[config.mk]
export PLATFORM = sky130hd
export DESIGN_NAME = nec_ir_tx
export DESIGN_NICKNAME = d
export VERILOG_FILES = /design/src/rtl/nec_ir_tx.sv
export SDC_FILE = /design/constraint.sdc
export NUM_CORES = 1
export LEC_CHECK = 0
export ABC_AREA = 1
export BUFFER_PORTS_ARGS = -buffer_cell sky130_fd_sc_hd__buf_2
export CORE_MARGIN = 5
export CORE_UTILIZATION = 30
export CTS_CLUSTER_SIZE = 20
export DETAILED_ROUTE_END_ITERATION = 12
export GPL_ROUTABILITY_DRIVEN = 0
export HOLD_SLACK_MARGIN = 0.12
export PLACE_DENSITY_LB_ADDON = 0.08
export SETUP_SLACK_MARGIN = 0.1
export SLEW_MARGIN = 10
export SYNTH_ARGS = -nofsm -noshare
export SYNTH_HDL_FRONTEND = slang
export SYNTH_SLANG_ARGS = --single-unit
[constraint.sdc]
create_clock -name clk -period 3.9 [get_ports clk]
set_input_delay 0.78 -clock clk [delete_from_list [all_inputs] [get_ports clk]]
set_output_delay 0.78 -clock clk [all_outputs]
set_load 0.01 [all_outputs]
[src/rtl/nec_ir_tx.sv]
// NEC infrared transmitter: serialises {addr, ~addr, cmd, ~cmd} LSB first as
// pulse-distance coded marks/spaces and gates each mark with a square carrier.
module nec_ir_tx #(
   parameter int unsigned UNIT_CYCLES  = 28125,
   parameter int unsigned CARRIER_HALF = 658,
   parameter int unsigned GAP_UNITS    = 72
) (
   input  logic       clk,
   input  logic       rst_n,
   input  logic [7:0] tx_addr,
   input  logic [7:0] tx_cmd,
   input  logic       tx_valid,
   output logic       tx_ready,
   output logic       ir_env,
   output logic       ir_out,
   output logic       tx_done
);

   localparam int unsigned MAX_UNITS = (GAP_UNITS > 16) ? GAP_UNITS : 16;
   localparam int unsigned UNIT_W    = $clog2(MAX_UNITS);
   localparam int unsigned CYC_W     = $clog2(UNIT_CYCLES);
   localparam int unsigned CAR_W     = (CARRIER_HALF > 1) ? $clog2(CARRIER_HALF) : 1;

   localparam logic [CYC_W-1:0]  CYC_LAST = CYC_W'(UNIT_CYCLES - 1);
   localparam logic [CYC_W-1:0]  CYC_PRE  = CYC_W'(UNIT_CYCLES - 2);
   localparam logic [UNIT_W-1:0] GAP_LAST = UNIT_W'(GAP_UNITS - 1);
   localparam logic [CAR_W-1:0]  CAR_LAST = CAR_W'(CARRIER_HALF - 1);

   typedef enum logic [2:0] {
      IDLE,
      LEAD_MARK,
      LEAD_SPACE,
      BIT_MARK,
      BIT_SPACE,
      STOP_MARK,
      GAP
   } state_t;

   state_t             state;
   state_t             state_n;
   logic [CYC_W-1:0]   cyc_cnt;
   logic [UNIT_W-1:0]  unit_cnt;
   logic [UNIT_W-1:0]  units_last;
   logic               state_end;
   logic [4:0]         bit_cnt;
   logic [31:0]        shreg;
   logic [CAR_W-1:0]   car_cnt;
   logic [CAR_W-1:0]   car_cnt_n;
   logic               car_ph;
   logic               car_ph_n;
   logic               mark_n;
   logic               accept;

   assign accept = tx_valid && (state == IDLE);

   // Next-state decode: each state ends on the last cycle of its final unit.
   always_comb begin
      state_n    = state;
      units_last = '0;
      case (state)
         LEAD_MARK:  units_last = UNIT_W'(15);
         LEAD_SPACE: units_last = UNIT_W'(7);
         BIT_SPACE:  units_last = shreg[0] ? UNIT_W'(2) : '0;
         GAP:        units_last = GAP_LAST;
         default:    units_last = '0;
      endcase
      state_end = (cyc_cnt == CYC_LAST) && (unit_cnt == units_last);
      case (state)
         IDLE:       if (accept)    state_n = LEAD_MARK;
         LEAD_MARK:  if (state_end) state_n = LEAD_SPACE;
         LEAD_SPACE: if (state_end) state_n = BIT_MARK;
         BIT_MARK:   if (state_end) state_n = BIT_SPACE;
         BIT_SPACE:  if (state_end) state_n = (bit_cnt == 5'd31) ? STOP_MARK : BIT_MARK;
         STOP_MARK:  if (state_end) state_n = GAP;
         GAP:        if (state_end) state_n = IDLE;
         default:                   state_n = IDLE;
      endcase
   end

   // Carrier phase for the next cycle; restarts high on entry to any mark.
   always_comb begin
      mark_n    = (state_n == LEAD_MARK) || (state_n == BIT_MARK) || (state_n == STOP_MARK);
      car_cnt_n = '0;
      car_ph_n  = 1'b0;
      if (mark_n && (state_n != state)) begin
         car_cnt_n = '0;
         car_ph_n  = 1'b1;
      end else if (mark_n) begin
         if (car_cnt == CAR_LAST) begin
            car_cnt_n = '0;
            car_ph_n  = ~car_ph;
         end else begin
            car_cnt_n = car_cnt + CAR_W'(1);
            car_ph_n  = car_ph;
         end
      end
   end

   // State register.
   always_ff @(posedge clk or negedge rst_n) begin
      if (!rst_n) state <= IDLE;
      else        state <= state_n;
   end

   // Cycle and unit counters, restarted on every state change.
   always_ff @(posedge clk or negedge rst_n) begin
      if (!rst_n) begin
         cyc_cnt  <= '0;
         unit_cnt <= '0;
      end else if ((state_n != state) || (state == IDLE)) begin
         cyc_cnt  <= '0;
         unit_cnt <= '0;
      end else if (cyc_cnt == CYC_LAST) begin
         cyc_cnt  <= '0;
         unit_cnt <= unit_cnt + UNIT_W'(1);
      end else begin
         cyc_cnt  <= cyc_cnt + CYC_W'(1);
      end
   end

   // Payload capture on accept; shift out one bit per completed bit space.
   always_ff @(posedge clk or negedge rst_n) begin
      if (!rst_n) begin
         shreg   <= '0;
         bit_cnt <= '0;
      end else if (accept) begin
         shreg   <= {~tx_cmd, tx_cmd, ~tx_addr, tx_addr};
         bit_cnt <= '0;
      end else if ((state == BIT_SPACE) && state_end) begin
         shreg   <= {1'b0, shreg[31:1]};
         bit_cnt <= bit_cnt + 5'd1;
      end
   end

   // Registered outputs; tx_done is raised one cycle early so it lands on the last GAP cycle.
   always_ff @(posedge clk or negedge rst_n) begin
      if (!rst_n) begin
         car_cnt  <= '0;
         car_ph   <= 1'b0;
         ir_env   <= 1'b0;
         ir_out   <= 1'b0;
         tx_ready <= 1'b1;
         tx_done  <= 1'b0;
      end else begin
         car_cnt  <= car_cnt_n;
         car_ph   <= car_ph_n;
         ir_env   <= mark_n;
         ir_out   <= mark_n & car_ph_n;
         tx_ready <= (state_n == IDLE);
         tx_done  <= (state == GAP) && (unit_cnt == GAP_LAST) && (cyc_cnt == CYC_PRE);
      end
   end

endmodule

After elaboration in Yosys (flattened, before gate mapping):

Index checks and enable logic that the tools add are counted.

* bits in registers: 77
* word-level logic and storage cells: 73

* add/sub/neg operators: 4
* eq/ne operators: 16
* multiplexer cells: 25
* bitwise operators: 4
* reductions and logical operators: 13

Operator list (number)
* 2-to-1 mux 32 bit: 2
* equality test 15 bit (second input constant): 2
* 2-to-1 mux 10 bit: 3
* 2-to-1 mux 15 bit: 2
* one-hot mux 7 bit (4 select lines): 1
* 2-to-1 mux 3 bit: 8
* one-hot mux 3 bit (7 select lines): 1
* inverter 8 bit: 2
* adder 15 x 1 -> 15 bit (second input constant): 1
* 2-to-1 mux 7 bit: 2
* equality test 3 bit (second input constant): 4
* adder 10 x 1 -> 10 bit (second input constant): 1
* equality test 10 bit (second input constant): 1
* 2-to-1 mux 5 bit: 2
* equality test 3 x 2 -> 1 bit (second input constant): 3
* adder 7 x 1 -> 7 bit (second input constant): 1
* equality test 7 bit: 1
* equality test 7 bit (second input constant): 1
* equality test 3 x 1 -> 1 bit (second input constant): 2
* logical AND 1 bit: 6
* logical NOT 3 bit: 2
* adder 5 x 1 -> 5 bit (second input constant): 1
* equality test 5 bit (second input constant): 1
* nonzero test 2 bit: 2
* 6 further kinds: 10

Depth between registers and ports, before layout:

Gate-level depths: netlist (run 1).

* depth in word-level cells: 12
* mapped depth: 18
* gate-level depth less buffers: 16

Worst setup path before layout (run 1):

Ideal clock, no wire load.

* kind: register -> register
* start: register state[0]
* end: register unit_cnt[1]
* library setup time: 123 ps
* arrival time: 1779 ps
* required time: 3777 ps
* path slack: 1999 ps
* stages on the path, launching flop included: 17
* clock period less this slack: 1901 ps
* cells stage by stage: dfrtp_1 > buf_6 > clkinv_2 > nand3_1 > nand2_1 > nand3_1 > nor2_1 > nand2_2 > nor2_8 > nand2_2 > nand2_2 > nand2_1 > nand2_1 > nand2_1 > nand3_2 > buf_6 > nor2_2

* longest elaborated chain between the ends: 9
* elaborated cells on any way between the ends: 23
* those cells by class: eq/ne: 8; mux: 10; reduce/logical: 5

Ends and longest elaborated chain
* from (decl): line 39 `state_t state;`
* from (signal assigned): line 102 `else state <= state_n;`
* equality test 3 bit, or another cell as far along: line 60, 68
* one-hot mux 7 bit (4 select lines): line 60 `case (state)`
* equality test 7 bit: line 67 `state_end = (cyc_cnt == CYC_LAST) && (unit_cnt == units_last);`
* logical AND 1 bit: line 67
* 2-to-1 mux 3 bit, or another cell as far along: line 75 `GAP: if (state_end) state_n = IDLE;`
* one-hot mux 3 bit (7 select lines): line 68 `case (state)`
* inequality test 3 bit: line 110 `end else if ((state_n != state) || (state == IDLE)) begin`
* logical OR 1 bit *: line 110
* 2-to-1 mux 7 bit or nonzero test 2 bit (tied branches)
* to (signal assigned): line 115 `unit_cnt <= unit_cnt + UNIT_W'(1);`
* to (decl): line 42 `logic [UNIT_W-1:0] unit_cnt;`

Every way passes the cells marked *; elsewhere a longest branch is shown, timed or not.
A chain may end at the register's enable or synchronous reset.

Worst setup path in the final report (run 1):

* start: register cyc_cnt[12]
* end: register cyc_cnt[6]

* longest elaborated chain between the ends: 7
* elaborated cells on any way between the ends: 13
* those cells by class: eq/ne: 2; mux: 9; reduce/logical: 2

Ends and longest elaborated chain
* from (decl): line 41 `logic [CYC_W-1:0] cyc_cnt;`
* from (signal assigned): line 117 `cyc_cnt <= cyc_cnt + CYC_W'(1);`
* equality test 15 bit *: line 67, 113
* logical AND 1 bit: line 67
* 2-to-1 mux 3 bit, or another cell as far along: line 75
* one-hot mux 3 bit (7 select lines): line 68
* inequality test 3 bit: line 110
* logical OR 1 bit: line 110
* 2-to-1 mux 15 bit *: line 110

Marks and branches as above.

==> run_results.csv, run 1 <==
group,metric,value,unit
status,status,"finished clean",
placement,dp_hpwl,5890,µm
pwr,p_per_area,349,mW/mm²
sta,fin_skew,0.00608,ns
clock_tree,clk_latency,0.35,ns
sta,maxSlewViolCount,0,
critical_path,crit_path_cell_trace,"inv_1 -> nand2_1 -> nor2_1 -> nand3_1 -> nor2_1 -> nand2_2 -> nor2_8 -> a21oi_2 -> nand2_1 -> nand2_1 -> nand2_1 -> nand3_2 -> nor2_2",
final_layout,num_antenna_cells,0,
floorplanning,fp.dieW,127,µm
clock_tree,cts_tree,"built",
critical_path,crit_family,"simple AND/OR/NAND/NOR gates",
pwr,power,1620,µW
floorplanning,die_y,127,µm
sta,timing.setup.tns,0,ns
clock_tree,cts_made_buffers,9,
pwr,p_comb_frac,0.016,
global_route,grt_max_degree,78,
critical_path,criticalPathCategory,"reg -> reg",
critical_path,timing.rr.end,"cyc_cnt[6]",
sta,slew_headroom,0.315,
floorplanning,rows,42,
floorplanning,num_io_pins,23,
final_layout,area_delta_synth_final,13.2,%
pwr,p_clk_frac,0.490,
clock_tree,post_cts_buffers,0,
sta,hold_viol_final,0,
critical_path,cp_max_fo,22,
clock_tree,cts_hold_buf,0,
drt,viasPerCell,4.50,
drt,vias,3219,
pwr,switching_share,0.224,
drt,route.met2.wl,3980,µm
critical_path,reg2reg_depth,13,
synth,synth-edff-count,0,
sta,fin_crit,2.88,ns
sta,holdWs,0.479,ns
synth,async_reset_ff_frac,1.00,
clock_tree,ctsResizeCount,0,
synth,netlist_instances,515,
run,drv_cap,0,
critical_path,arrival,3.14,ns
pwr,seq_power_share,0.494,
drt,top_layer,"met4",
synth,synth_top_area_frac,0.465,
drt,first_pass_iters,6,
synth,ys_types,35,
clock_tree,cts.sinks,77,
synth,seq_area_frac_synth,0.471,
sta,worstMarginPinSlew,1.03,ns
critical_path,start_kind,"flop",
final_layout,drive_gt1_frac,0.154,
worst_hold_path,hold_path_class,"reg -> reg",
synth,netlist_area,0.00409,mm²
global_route,grt_pass1_wl,15600,µm
synth,ys_seq_elements,77,
floorplanning,design.die.area,0.0161,mm²
sta,fmax,0.347,GHz
drt,wl_met1,4360,µm
critical_path,slowest_stage,"nand3_2",
clock_tree,root_buffer,"clkbuf_16",
floorplanning,start_util,0.308,
drt,wl_per_cell,12.3,µm
critical_path,r2r_setup_slack,1.02,ns
final_layout,layout.nets,560,
drt,drtIter0Drc,152,
synth,syn-num-nets,541,
critical_path,cp.required,4.16,ns
critical_path,cp-end-kind,"flop",
critical_path,slowest_delay,0.53,ns
sta,period_share,0.739,
synth,ys_warn_count,0,
global_route,antenna_found_initial,0,
placement,numPortBuffers,22,
pwr,irDropWorstVdd,0.178,mV
synth,yosysTopAreaCell,"dfrtp_1",
worst_hold_path,hold_path_end,"shreg[26]",
pwr,p_sw,361,µW
drt,drt-total-wl,8800,µm
synth,synth_most_common_cell,"nand2_1",
floorplanning,core_area,0.0133,mm²
clock_tree,cts.htree.levels,3,
synth,ys.flop_type,"dfrtp_1",
sta,rsz0062_at_grt,"false",
global_route,gr-total-overflow,0,
sta,setup_viol,0,
drt,dr_wl_met3,275,µm
pwr,p_int,1250,µW
synth,synth_common_cells,"111 x nand2_1, 76 x dfrtp_1, 60 x inv_1",
worst_hold_path,hold_depth,2,
critical_path,cp_num_buf_inv,1,
synth,synthTopCellsByArea,"dfrtp_1 46%, nand2_1 10%, o21ai_0 6.6%",
drt,antenna_left,0,
clock_tree,clock_path_buffers,2,
drt,drc,0,
critical_path,r2r_start,"cyc_cnt[12]",
global_route,grt_pass1_vias,3261,
critical_path,cpMostUsedCell,"nand2_1",
clock_tree,clkTransAtPathRegs,0.06,ns
global_route,grt_usage,0.121,
pwr,leakagePower,0.00216,µW
synth,syn_area_per_cell,7.95,µm²
worst_hold_path,holdCritStartpoint,"shreg[26]",
## through the flow
stage / cell area [µm²] / cells / util / setup WS [ns]
2_1_floorplan: 4090 / 515 / - / 2.00
4_1_cts: 4630 / 715 / 0.348 / 0.923
3_5_place_dp: 4350 / 699 / 0.327 / 0.937
5_1_grt: 4630 / 715 / 0.348 / 0.606
6_report: 4630 / 715 / 0.348 / 1.02
3_3_place_gp: 4350 / 699 / 0.327 / 0.980
## final cells by class
| type | count | area (µm²) |
|---|---|---|
| clock buffer | 11 | 243 |
| sequential | 77 | 1930 |
| clock inverter | 5 | 36.3 |
| multi-input combinational | 355 | 1820 |
| tap | 176 | 220 |
| fill | 1383 | 8660 |
| timing repair buffer | 25 | 135 |
| inverter | 66 | 249 |
## metal layers
layer,track usage,vias to the layer above
met5,0,-
met4,0.0530,0
met3,0.0340,13
met2,0.187,33
met1,0.158,1488
li1,-,1685
## cells in the final DEF (no fill, tap or decap), drive strengths merged
cell,Yosys,layout
o22ai,1,1
nand4,9,9
nand3,38,38
nor3b,1,1
a22o,2,2
xnor2,3,3
nand2,118,118
o21a,1,1
a31oi,9,9
o21ai,54,54
clkbuf,8,11
dfstp,1,1
buf,9,25
a21oi,4,4
dfrtp,76,76
nor2,75,75
nand3b,2,2
inv,65,65
and2,1,1
o21bai,1,1
nor3,8,8
o211ai,3,3
nor4,2,2
or2,2,2
ha,7,7
xor2,14,14
clkinv,1,6
## power groups by stage
stage / Clock [µW] / Sequential (µW) / Combinational [µW]
after global routing: 860 / 798 / 30.6
final: 792 / 799 / 25.1
after detailed placement: 0 / 814 / 27.4
after CTS: 824 / 799 / 27.5
after floorplan: 0 / 814 / 0.239
after global placement: 0 / 814 / 27.1
## worst register-to-register path: cells and delay by family (launching register included)
kind	cells	cell delay [ns]
buf+inv	1	0.07
compound gates	1	0.09
flops	1	0.42
simple gates	11	2.22
## worst max-delay path by stage
stage	cells past startpoint	slack, ns	from	end
4_1_cts	13	0.92	cyc_cnt[12]	cyc_cnt[5]
3_5_place_dp	13	0.94	cyc_cnt[12]	cyc_cnt[5]
3_3_place_gp	15	0.98	cyc_cnt[12]	cyc_cnt[6]
2_1_floorplan	16	2.00	state[0]	unit_cnt[1]
6_report	13	1.02	cyc_cnt[12]	cyc_cnt[6]
5_1_grt	15	0.61	cyc_cnt[12]	unit_cnt[6]
## cell families (layout without fill, tap and decap cells)
family	Yosys count	after routing	synth area share
AOI/OAI and AO/OA	75	75	0.101
xor gates and xnor gates	17	17	0.0364
adders and majority gates	7	7	0.0214
buffers and inverters	83	107	0.0856
DFF	77	77	0.471
and+or+nand+nor	256	256	0.285
## sequential cells by signal, summed over array words and instances (netlist names)
signal,count
state,3
bit_cnt,5
car_cnt,10
ir_env,1
ir_out,1
cyc_cnt,15
car_ph,1
tx_done,1
shreg,32
unit_cnt,7
tx_ready,1
Note: power is estimated with default switching activity, not from simulation.
==> run 2, diff against run 1 <==
--- a/config.mk
+++ b/config.mk
@@ -5,7 +5,7 @@
 export SDC_FILE = /design/constraint.sdc
 export NUM_CORES = 1
 export LEC_CHECK = 0
-export ABC_AREA = 1
+export ABC_AREA = 0
 export BUFFER_PORTS_ARGS = -buffer_cell sky130_fd_sc_hd__buf_2
 export CORE_MARGIN = 5
 export CORE_UTILIZATION = 30
==> constraint.sdc (replaced) <==
create_clock -name clk -period 2.7 [get_ports clk]
set_input_delay 0.54 -clock clk [delete_from_list [all_inputs] [get_ports clk]]
set_output_delay 0.54 -clock clk [all_outputs]
set_load 0.01 [all_outputs]
==> run 2 against run 1 <==
  * Clock-buffer cell count is 3 higher
  * Routed wire length is 16% higher
  * Via count is 4.0% higher
  * Sequential power is 86% higher
  * Core utilization is 0.25 points lower
  * Clock power is 44% higher
  * Worst setup slack worse by 0.70 ns
  * Die area is 2.6% higher
  * Critical path depth is 8 lower
  * Worst hold slack worse by 0.33 ns
  * Design area is 3.2% higher
  * Synthesized area is 2.9% higher
  * Critical endpoint is now shreg[15]
  * Highest routed layer unchanged
==> run_results.csv, run 2 <==
group,metric,value,unit
sta,worstMarginPinSlew,0.960,ns
critical_path,cp.required,2.96,ns
final_layout,regMostFlops,"shreg",
global_route,gr-total-overflow,0,
sta,maxSlewViolCount,0,
synth,ys_warn_count,0,
synth,synth_compound_area_frac,0.172,
synth,synthSimpleGateAreaFrac,0.240,
critical_path,r2r_setup_slack,0.32,ns
run,drv_cap,0,
final_layout,area_delta_synth_final,13.6,%
clock_tree,root_buffer,"clkbuf_16",
floorplanning,core_area,0.0138,mm²
global_route,antenna_found_initial,0,
critical_path,start_kind,"flop",
critical_path,arrival,2.64,ns
clock_tree,cts.sinks,77,
global_route,grt_pass1_vias,3434,
synth,synth-adder-area-share,0.0208,
pwr,power,2990,µW
drt,drc,0,
floorplanning,rows,43,
sta,timing.setup.tns,0,ns
synth,ys_types,59,
clock_tree,post_cts_buffers,0,
critical_path,cp-end-kind,"flop",
clock_tree,cts_made_buffers,9,
sta,hold_viol_final,0,
pwr,irDropWorstVdd,0.302,mV
synth,synthMuxAreaShare,0.00238,
sta,slew_headroom,0.357,
sta,fin_crit,2.38,ns
clock_tree,cts.htree.levels,3,
final_layout,mostFrequentLayoutCell,"dfrtp_1",
placement,numPortBuffers,22,
synth,netlist_instances,445,
sta,fmax,0.420,GHz
final_layout,layout.cells.most_common_list,"76 x dfrtp_1, 57 x nor2_1, 45 x nand3_1",
synth,ys_seq_elements,77,
final_layout,num_antenna_cells,0,
global_route,grt_max_degree,45,
synth,synth_xor_area_frac,0.0603,
drt,drtIter0Drc,279,
synth,synthTopCellsByArea,"dfrtp_1 45%, nand3_1 5.3%, nor2_1 5.1%",
clock_tree,cts_tree,"built",
synth,syn_area_per_cell,9.46,µm²
global_route,grt_pass1_wl,17600,µm
clock_tree,cts_hold_buf,0,
placement,dp_hpwl,6680,µm
floorplanning,num_io_pins,23,
floorplanning,die_y,128,µm
sta,period_share,0.882,
final_layout,top_regs,"shreg x32, cyc_cnt x15, car_cnt x10",
synth,yosysTopAreaCell,"dfrtp_1",
pwr,p_per_area,625,mW/mm²
sta,holdWs,0.147,ns
clock_tree,clkTransAtPathRegs,0.06,ns
global_route,grt_usage,0.134,
drt,viasPerCell,5.17,
floorplanning,design.die.area,0.0165,mm²
critical_path,cp_max_fo,34,
sta,setup_slack,0.318,ns
synth,synth_top_area_frac,0.452,
synth,ys.flop_type,"dfrtp_1",
sta,setup_viol,0,
sta,rsz0062_at_grt,"false",
worst_hold_path,hold_path_class,"in -> async",
clock_tree,clock_path_buffers,2,
synth,netlist_area,0.00421,mm²
final_layout,largest_register_ffs,32,
synth,synth-edff-count,0,
final_layout,layout.nets,489,
synth,seq_area_frac_synth,0.458,
drt,vias,3348,
drt,drt-total-wl,10200,µm
synth,async_reset_ff_frac,1.00,
synth,synth_common_cells,"76 x dfrtp_1, 57 x nor2_1, 45 x nand3_1",
synth,synth_most_common_cell,"dfrtp_1",
clock_tree,clk_latency,0.35,ns
final_layout,drive_gt1_frac,0.145,
clock_tree,ctsResizeCount,0,
drt,antenna_left,0,
critical_path,criticalPathCategory,"reg -> reg",
drt,wl_per_cell,15.8,µm
drt,first_pass_iters,4,
synth,syn-num-nets,471,
synth,synth_top_family_by_area,"simple AND/OR/NAND/NOR gates",
floorplanning,start_util,0.304,
pwr,leakagePower,0.00207,µW
sta,fin_skew,0.00798,ns
placement,pre_cts_ws,0.377,ns
floorplanning,fp.dieW,128,µm
status,status,"finished clean",
## run 2: cell types whose count changed in the layout (fill, tap and decap cells not counted), sizes merged, moves of 4 or more
cell / before / now
a211o: 0 / 4
a211oi: 0 / 5
a31oi: 9 / 33
and3: 0 / 23
buf: 25 / 37
clkinv: 6 / 2
inv: 65 / 9
nand2: 118 / 19
nand3: 38 / 45
nor2: 75 / 57
nor3: 8 / 13
o211a: 0 / 5
o21ai: 54 / 35
xnor2: 3 / 13
## run 2: report_power, final
group	switching [µW]	internal, µW	total [µW]
Clock	468	671	1140
Sequential	163	1320	1490
Combinational	180	183	363
## run 2: metal layers
| layer | GRT usage | up-vias | wire length (µm) |
|---|---|---|---|
| met5 | 0 | - | 0 |
| met4 | 0.0568 | 0 | 208 |
| met3 | 0.0357 | 13 | 396 |
| met2 | 0.194 | 56 | 4520 |
| met1 | 0.188 | 1629 | 5130 |
| li1 | - | 1650 | - |
## run 2: cell families after synthesis
| logic type | count (synthesis) |
|---|---|
| buf+inv | 39 |
| compound gates | 103 |
| fa+ha+maj | 7 |
| simple gates | 189 |
| flops | 77 |
| xor+xnor | 29 |
| mux | 1 |
## run 2: stage by stage
stage / util / cell area, µm² / std cells
after floorplan: - / 4210 / 445
after global placement: 0.326 / 4510 / 632
after detailed placement: 0.326 / 4510 / 632
after CTS: 0.346 / 4780 / 648
after global routing: 0.346 / 4780 / 648
final: 0.346 / 4780 / 648
## run 2: worst paths after layout
check,from,end,cells after the start
setup / recovery,state[2],shreg[15],5
hold / removal,rst_n,car_cnt[4],1
setup reg to reg,state[2],shreg[15],5
hold reg to reg,car_cnt[0],car_cnt[0],1
max in group asynchronous,rst_n,tx_ready,2
min in group clk,tx_cmd[7],shreg[31],2
## run 2: worst max-delay path, stage by stage, from the launching register on
cell and delay, ns:
dfrtp_1 0.50, nand2b_1 0.28, o221a_2 0.36, o211ai_4 0.77
o21ai_0 0.17, a31oi_1 0.21
## run 2: area by class of cell
class,count,area [µm²]
Inverter,9,33.8
Tap cell,180,225
Sequential cell,77,1930
Clock buffer,14,264
Timing Repair Buffer,37,238
Fill cell,1433,9040
Clock inverter,2,10.0
Multi-Input combinational cell,329,2080
==> run 3, diff against run 2 <==
==> constraint.sdc (replaced) <==
create_clock -name clk -period 2.01 [get_ports clk]
set_input_delay 0.402 -clock clk [delete_from_list [all_inputs] [get_ports clk]]
set_output_delay 0.402 -clock clk [all_outputs]
set_load 0.005 [all_outputs]
==> run 3 against run 2 <==
  * Fmax up 19%
  * Worst hold slack improved by 0.14 ns
  * Cell count up 11%
  * Sequential share of layout area shrank 6.8 points
  * Flip-flop and latch count is the same
  * Routed wire length rose by 14%
  * Via count increased by 10%
  * Die area is the same
  * Critical path depth up 3
  * Clock skew hardly changed
  * Combinational power increased by 120%
  * Largest cell class unchanged
  * Largest power group unchanged
==> run_results.csv, run 3 (synthesis results as in run 2) <==
group,metric,value,unit
final_layout,post_layout_nonfiller_instances,720,
critical_path,start_kind,"flop",
final_layout,utilization,0.416,
status,status,"finished clean",
floorplanning,num_io_pins,23,
pwr,p_clk_frac,0.395,
critical_path,cp_max_fo,9,
floorplanning,start_util,0.304,
sta,fin_crit,2.01,ns
drt,vias,3692,
critical_path,crit_path_cell_trace,"buf_6 -> and3b_1 -> a211o_1 -> o211ai_4 -> buf_6 -> buf_12 -> or3_1 -> a21oi_1",
clock_tree,clk_latency,0.34,ns
clock_tree,clkTransAtPathRegs,0.06,ns
critical_path,slowest_delay,0.46,ns
critical_path,slowest_stage,"dfrtp_2",
final_layout,top_regs,"shreg x32, cyc_cnt x15, car_cnt x10",
clock_tree,cts.sinks,77,
sta,worstMarginPinSlew,0.549,ns
pwr,leakagePower,0.00249,µW
drt,drt-total-wl,11600,µm
pwr,p_sw,1200,µW
pwr,p_per_area,785,mW/mm²
sta,maxSlewViolCount,0,
clock_tree,cts_made_buffers,9,
sta,period_share,1.00,
pwr,irDropWorstVdd,0.484,mV
floorplanning,die_y,128,µm
global_route,grt_max_degree,52,
sta,rsz0062_at_grt,"true",
final_layout,layout.cells.most_common_list,"74 x dfrtp_1, 61 x buf_4, 47 x nor2_1",
global_route,grt_usage,0.141,
sta,fmax,0.498,GHz
final_layout,largest_register_ffs,32,
sta,setup_viol,0,
drt,drtIter0Drc,213,
pwr,p_int,3320,µW
pwr,seq_power_share,0.424,
global_route,gr-total-overflow,0,
drt,drc,0,
floorplanning,core_area,0.0138,mm²
sta,slew_headroom,0.633,
clock_tree,cts.htree.levels,3,
drt,first_pass_iters,5,
critical_path,cp_num_buf_inv,3,
critical_path,arrival,2.27,ns
critical_path,criticalPathCategory,"reg -> reg",
pwr,p_comb_frac,0.181,
sta,hold_viol_final,0,
sta,timing.setup.tns,0,ns
global_route,grt_pass1_vias,3649,
critical_path,crit_family,"simple AND/OR/NAND/NOR gates",
critical_path,cpMostUsedCell,"buf_6",
pwr,switching_share,0.265,
clock_tree,cts_tree,"built",
placement,place_inst,689,
worst_hold_path,hold_path_class,"in -> reg",
critical_path,cp.required,2.27,ns
final_layout,drive_gt1_frac,0.317,
final_layout,regMostFlops,"shreg",
floorplanning,rows,43,
drt,viasPerCell,5.13,
placement,dp_hpwl,7570,µm
sta,fin_skew,0.00835,ns
critical_path,cp-end-kind,"flop",
final_layout,area_delta_synth_final,36.6,%
clock_tree,clock_path_buffers,2,
placement,numPortBuffers,22,
drt,antenna_left,0,
drt,wl_per_cell,16.2,µm
final_layout,layout.nets,561,
floorplanning,fp.dieW,128,µm
floorplanning,design.die.area,0.0165,mm²
clock_tree,root_buffer,"clkbuf_16",
sta,holdWs,0.285,ns
global_route,antenna_found_initial,0,
run,drv_cap,0,
final_layout,mostFrequentLayoutCell,"dfrtp_1",
final_layout,num_antenna_cells,0,
global_route,grt_pass1_wl,18700,µm
## run 3: cell count changes in the layout (fill, tap and decap cells not counted), moves of 7 or more
| cell | before | now |
|---|---|---|
| buf_4 | 15 | 61 |
| buf_6 | 0 | 14 |
| nor2_1 | 57 | 47 |
| buf_12 | 1 | 8 |
| nor2_4 | 0 | 7 |
| o21ai_0 | 17 | 10 |
## run 3: path summary, 6_finish.rpt
path / from / to / slack (ns) / cells past startpoint
worst min register to register: car_cnt[0] / car_cnt[0] / 0.53 / 1
worst max register to register: state[0] / bit_cnt[0] / 0.0002 / 8
worst min-delay path: tx_cmd[7] / shreg[31] / 0.28 / 2
min in group asynchronous: rst_n / unit_cnt[0] / 0.52 / 2
worst max-delay path: state[0] / bit_cnt[0] / 0.0002 / 8
max in group asynchronous: rst_n / cyc_cnt[0] / 0.95 / 3
## run 3: power groups by stage
stage | Sequential [µW] | Clock [µW] | Combinational (µW)
floorplan | 1950 | 0 | 391
global route | 1940 | 1910 | 912
global placement | 1940 | 0 | 723
finish | 1920 | 1790 | 816
detailed placement | 1940 | 0 | 730
CTS | 1910 | 1850 | 733
## run 3: worst reg2reg max path: stages, from the launching register on
cell      delay (ns)
dfrtp_2         0.46
buf_6           0.15
and3b_1         0.20
a211o_1         0.20
o211ai_4        0.14
buf_6           0.16
buf_12          0.13
or3_1           0.36
a21oi_1         0.13
## run 3: repair_timing
action | in CTS | in global routing
cloned | 1 | 5
resized for setup | 8 | 58
endpoints found under the setup margin | 52 | 76
pin swaps | 6 | 18
hold buffers | 1 | 0
buffers inserted | 2 | 6
hold endpoints to repair | 22 | 0
## run 3: stage by stage
step                cell area, µm²  power [µW]  setup WS [ns]
detailed placement            5010        2670        -0.0349
global route                  5750        4760         -0.107
floorplan                     4210        2340          0.114
CTS                           5410        4500         0.0299
global placement              5010        2660        -0.0197
finish                        5750        4520       0.000224
## run 3: layer usage
metal | part of all wire | routed length, µm | vias up | track usage
li1 | - | - | 1803 | -
met1 | 0.49 | 5740 | 1842 | 0.194
met5 | 0 | 0 | - | 0
met3 | 0.021 | 239 | 8 | 0.0328
met4 | 0.011 | 131 | 0 | 0.0412
met2 | 0.47 | 5530 | 39 | 0.222
## run 3: final cells by class
type,count,area (µm²)
clock inverter,6,86.3
tap,180,225
clock buffer,10,239
inverter,9,33.8
multi-input combinational,330,2290
sequential,77,1930
timing repair buffer,108,952
fill,1371,8070
